### src/rtl/multi_data_sync_pkg.sv
// Shared constants and helpers for the multi-channel data synchronizer.
// Event-mode encodings and channel slice arithmetic live here.
package multi_data_sync_pkg;

    localparam int EVENT_LEVEL  = 0;
    localparam int EVENT_TOGGLE = 1;

    function automatic int ch_lsb(input int ch, input int width);
        return ch * width;
    endfunction

endpackage

### src/rtl/multi_data_sync_channel.sv
// One synchronizer channel: enable chain, edge detect, capture register,
// valid/ready output handshake, sticky overrun and ack toggle.
module sync_channel
    import multi_data_sync_pkg::*;
#(
    parameter int NUM_STAGES = 2,
    parameter int BUS_WIDTH  = 8,
    parameter int EVENT_MODE = EVENT_LEVEL
) (
    input  logic                 clk_i,
    input  logic                 rst_i,
    input  logic [BUS_WIDTH-1:0] data_i,
    input  logic                 enable_i,
    input  logic                 ready_i,
    input  logic                 ovr_clr_i,
    output logic [BUS_WIDTH-1:0] data_o,
    output logic                 valid_o,
    output logic                 pulse_o,
    output logic                 ack_o,
    output logic                 ovr_o
);

    logic [NUM_STAGES-1:0] chain_q, chain_d;
    logic                  prev_q, prev_d;
    logic [BUS_WIDTH-1:0]  data_q, data_d;
    logic                  valid_q, valid_d;
    logic                  pulse_q, pulse_d;
    logic                  ack_q, ack_d;
    logic                  ovr_q, ovr_d;

    logic chain_out;
    logic evt;
    logic xfer;
    logic capture;
    logic drop;

    always_comb begin
        chain_d   = {chain_q[NUM_STAGES-2:0], enable_i};
        chain_out = chain_q[NUM_STAGES-1];
        prev_d    = chain_out;
        evt       = (EVENT_MODE == EVENT_TOGGLE) ? (chain_out ^ prev_q)
                                                 : (chain_out & ~prev_q);
        xfer      = valid_q & ready_i;
        // A pending word may be replaced only in the cycle it is consumed
        capture   = evt & (~valid_q | ready_i);
        drop      = evt & valid_q & ~ready_i;
        data_d    = capture ? data_i : data_q;
        valid_d   = capture | (valid_q & ~ready_i);
        pulse_d   = capture;
        ack_d     = ack_q ^ xfer;
        ovr_d     = drop | (ovr_q & ~ovr_clr_i);
    end

    always_ff @(posedge clk_i) begin
        if (rst_i) begin
            chain_q <= '0;
            prev_q  <= 1'b0;
            data_q  <= '0;
            valid_q <= 1'b0;
            pulse_q <= 1'b0;
            ack_q   <= 1'b0;
            ovr_q   <= 1'b0;
        end else begin
            chain_q <= chain_d;
            prev_q  <= prev_d;
            data_q  <= data_d;
            valid_q <= valid_d;
            pulse_q <= pulse_d;
            ack_q   <= ack_d;
            ovr_q   <= ovr_d;
        end
    end

    assign data_o  = data_q;
    assign valid_o = valid_q;
    assign pulse_o = pulse_q;
    assign ack_o   = ack_q;
    assign ovr_o   = ovr_q;

endmodule

### src/rtl/multi_data_sync.sv
// Multi-channel enable-qualified data synchronizer into the CLK domain.
// Channels are independent; this level only slices and packs the buses.
module multi_data_sync
    import multi_data_sync_pkg::*;
#(
    parameter int NUM_STAGES = 2,
    parameter int BUS_WIDTH  = 8,
    parameter int NUM_CH     = 4,
    parameter int EVENT_MODE = EVENT_LEVEL
) (
    input  logic                        CLK,
    input  logic                        RST,
    input  logic [NUM_CH*BUS_WIDTH-1:0] Unsync_bus,
    input  logic [NUM_CH-1:0]           bus_enable,
    output logic [NUM_CH*BUS_WIDTH-1:0] sync_bus,
    output logic [NUM_CH-1:0]           sync_valid,
    input  logic [NUM_CH-1:0]           sync_ready,
    output logic [NUM_CH-1:0]           enable_pulse,
    output logic [NUM_CH-1:0]           ack_toggle,
    output logic [NUM_CH-1:0]           overrun,
    input  logic                        overrun_clr
);

    for (genvar c = 0; c < NUM_CH; c++) begin : g_ch
        localparam int LSB = ch_lsb(c, BUS_WIDTH);

        sync_channel #(
            .NUM_STAGES (NUM_STAGES),
            .BUS_WIDTH  (BUS_WIDTH),
            .EVENT_MODE (EVENT_MODE)
        ) u_ch (
            .clk_i     (CLK),
            .rst_i     (RST),
            .data_i    (Unsync_bus[LSB +: BUS_WIDTH]),
            .enable_i  (bus_enable[c]),
            .ready_i   (sync_ready[c]),
            .ovr_clr_i (overrun_clr),
            .data_o    (sync_bus[LSB +: BUS_WIDTH]),
            .valid_o   (sync_valid[c]),
            .pulse_o   (enable_pulse[c]),
            .ack_o     (ack_toggle[c]),
            .ovr_o     (overrun[c])
        );
    end

endmodule

### config.mk
export PLATFORM = sky130hd
export DESIGN_NAME = multi_data_sync
export DESIGN_NICKNAME = d
export VERILOG_FILES = /design/src/rtl/multi_data_sync_pkg.sv /design/src/rtl/multi_data_sync_channel.sv /design/src/rtl/multi_data_sync.sv
export SDC_FILE = /design/constraint.sdc
export NUM_CORES = 1
export LEC_CHECK = 0
export ABC_AREA = 1
export BUFFER_PORTS_ARGS = -buffer_cell sky130_fd_sc_hd__buf_4
export CAP_MARGIN = 20
export CORE_MARGIN = 2
export CORE_UTILIZATION = 50
export CTS_CLUSTER_DIAMETER = 60
export DETAILED_ROUTE_END_ITERATION = 12
export PLACE_DENSITY_LB_ADDON = 0.15
export RECOVER_POWER = 50
export SETUP_SLACK_MARGIN = 0.5
export SLEW_MARGIN = 20
export SYNTH_ARGS = -nofsm -noshare
export SYNTH_HDL_FRONTEND = slang
export SYNTH_SLANG_ARGS = --single-unit
### constraint.sdc
create_clock -name CLK -period 1.1 [get_ports CLK]
set_clock_uncertainty 0.1 [all_clocks]
set_input_delay 0.165 -clock CLK [delete_from_list [all_inputs] [get_ports CLK]]
set_output_delay 0.165 -clock CLK [all_outputs]
set_load 0.02 [all_outputs]
==> impl_metrics.csv <==
group,metric,value,unit
sta,min_period_over_period,1.01,
yosys,synthesis.area,2720,µm²
power_and_ir_drop,power_frac_comb,0.204,
yosys,avgSynthCellArea,8.29,µm²
sta,fmax,902,MHz
yosys,yosys_warnings,0,
floorplanning,die_area,6040,µm²
yosys,synth_seq_cells,60,
cts,cts_tree,"done",
detailed_routing,detail-route-antenna-nets,0,
finish,diodes,0,
cts,cts_num_sinks,60,
detailed_routing,wl_per_cell,14.8,µm
placement,place_inst,463,
detailed_routing,dr_total_vias,2676,
outcome,status,"finished, violations left",
global_routing,grt_max_degree,19,
cts,clock_path_buffers,2,
critical_path,cpMaxStageDelayCell,"dfxtp_2",
finish,fin_nets,514,
floorplanning,rows,26,
cts,h-tree-depth,3,
cts,cts.clk_slew.worst_paths,0.07,ns
detailed_routing,routed_wl,8100,µm
sta,timing.final.hold_violations,4,
power_and_ir_drop,peakVddDrop,0.959,mV
critical_path,arrival,1.24,ns
global_routing,antenna_found_initial,0,
sta,worstMarginPinSlew,0.627,ns
placement,place_area,3440,µm²
sta,finalSetupViolCount,2,
power_and_ir_drop,power_frac_seq,0.459,
critical_path,crit_type,"reg2reg",
critical_path,cp-end-kind,"flop",
sta,final.min_clock_period,1.11,ns
power_and_ir_drop,p_clk_frac,0.337,
critical_path,startpoint_type,"flop",
yosys,synth_fa_ha_area_frac,0,
global_routing,grt_pass1_vias,2547,
detailed_routing,drt_pre_antenna_iters,4,
detailed_routing,via_per_inst,4.90,
cts,worstSkewPairLatency,0.34,ns
finish,syn_to_final_growth,72.6,%
floorplanning,initial_core_util,0.526,
power_and_ir_drop,swShare,0.282,
critical_path,cp_max_fo,7,
yosys,synth_cell_types,17,
yosys,yosysSeqAreaShare,0.442,
placement,dpl.hpwl,3480,µm
global_routing,grt_usage,0.242,
floorplanning,core-area,5170,µm²
critical_path,crit_path_cell_trace,"inv_4, nor2_4, nand3_1, nand2_1, nor2_1",
power_and_ir_drop,p_total,5.03,mW
detailed_routing,drcViolationCount,0,
global_routing,overflow,0,
power_and_ir_drop,intPower,3.61,mW
finish,layout_commonest_cell,"buf_4",
power_and_ir_drop,power_density,1070,nW/µm²
placement,gp_congestion,0.672,
hold_path,hp-class,"in2reg",
finish,nFillCells,214,
global_routing,grt_pass1_wl,11700,µm
floorplanning,ios,91,
critical_path,critPathMaxStageDelay,0.35,ns
floorplanning,fp.dieH,77.7,µm
sta,rsz0062_at_grt,"true",
sta,slew_violations,0,
cts,cts_root_buf,"clkbuf_8",
yosys,syn_inst,328,
placement,numPortBuffers,90,
sta,setup_ws,-0.00859,ns
yosys,synth_fp_nets,371,
finish,fin_cells,546,
run,maxCapViolCount,0,
critical_path,required,1.23,ns
power_and_ir_drop,power.static_leakage,2.22,nW
yosys,synth-xor-area-share,0.0129,
outcome,violations,"negative hold slack, negative setup slack",
yosys,synth_compound_area_frac,0.118,
finish,final_cell_area,4690,µm²
finish,layout_common_cells,"buf_4, buf_6, inv_1, nor2_1, a21oi_2",
floorplanning,die_w,77.7,µm
detailed_routing,drt_iter0_markers,108,
placement,dpl_worst_slack,-0.0305,ns
sta,timing.hold.ws,-0.0505,ns
yosys,synth_mux_area_frac,0,
power_and_ir_drop,switchingPower,1.42,mW
finish,drive_gt1_frac,0.685,
cts,cts_buffers,9,
sta,relSlewSlack,0.582,
yosys,synth_top_family_by_area,"simple AND/OR/NAND/NOR gates",
yosys,yosys.area_share.simple,0.248,
[synth_stat cells]
| library cell | instances | area, µm² |
|---|---|---|
| nand3_1 | 32 | 160 |
| nand2_2 | 4 | 25.0 |
| inv_2 | 10 | 37.5 |
| buf_4 | 18 | 135 |
| buf_6 | 5 | 56.3 |
| nor3_2 | 4 | 40.0 |
| xor2_1 | 4 | 35.0 |
| nor2_8 | 4 | 80.1 |
| nor2_1 | 48 | 180 |
| nand2_1 | 41 | 154 |
| a21oi_1 | 8 | 40.0 |
| buf_12 | 3 | 60.1 |
| dfxtp_1 | 60 | 1200 |
| a21oi_2 | 32 | 280 |
| inv_1 | 48 | 180 |
| nand2_4 | 3 | 33.8 |
| buf_2 | 4 | 20.0 |
[worst max-delay path, delay by kind of cell, from the launching register on]
kind,cells,cell delay [ns]
buf+inv,1,0.07
flops,1,0.35
simple gates,4,0.49
[layout make-up]
cell class,instances,area (µm²),share of cell area
clock buffers,12,145,0.0309
clock inverters,4,16.3,0.00347
inverters,58,245,0.0523
multi-input cells,187,1350,0.288
flip-flops and latches,60,1360,0.291
well taps,70,87.6,0.0187
repair buffers,155,1480,0.316
[path summary, 6_finish.rpt]
kind                      startpoint                 endpoint  slack [ns]  depth (start not counted)
max reg2reg  g_ch[1].u_ch.chain_q[1]   g_ch[1].u_ch.data_o[4]      -0.009                          5
min reg2reg  g_ch[0].u_ch.chain_q[0]  g_ch[0].u_ch.chain_q[1]        0.30                          2
max          g_ch[1].u_ch.chain_q[1]   g_ch[1].u_ch.data_o[4]      -0.009                          5
min                    bus_enable[1]  g_ch[1].u_ch.chain_q[0]       -0.05                          3
[power groups by stage]
stage               registers (mW)  logic [mW]  clock network [mW]
floorplan                     2.42       0.385                   0
global placement              2.35       0.662                   0
detailed placement            2.35       0.677                   0
CTS                           2.30       0.905                1.68
global route                  2.32        1.10                1.82
finish                        2.31        1.03                1.70
[metal layers]
layer  track usage  routed length [µm]  vias up
met4        0.0804                 197        0
met5             0                   0        -
li1              -                   -     1280
met1         0.275                3250     1275
met3        0.0465                 357       23
met2         0.449                4290       98
[registers in the layout (all words and copies together) (netlist names)]
signal and flops:
g_ch.u_ch.valid_o 4, g_ch.u_ch.chain_q 8, g_ch.u_ch.ack_o 4, g_ch.u_ch.pulse_o 4, g_ch.u_ch.prev_q 4, g_ch.u_ch.data_o 32, g_ch.u_ch.ovr_o 4
[stage by stage]
stage,util,setup TNS [ns]
after detailed placement,0.666,-0.0456
after CTS,0.848,0
after global routing,0.907,-0.483
final,0.907,-0.0130
after global placement,0.666,0
after floorplan,-,0
[repair_timing]
action	CTS	global route
resized for setup	94	35
setup buffers	40	19
pin swaps	27	31
setup endpoints to repair	101	104
endpoints found under the hold margin	4	4
cloned	7	1
[kinds of logic (layout without fill, tap and decap cells)]
group / Yosys count / count (layout)
AO/OA/AOI/OAI: 40 / 40
buffers and inverters: 88 / 229
XOR/XNOR: 4 / 4
AND/OR/NAND/NOR: 136 / 143
flip-flops: 60 / 60
Note: power is estimated with default switching activity, not from simulation.
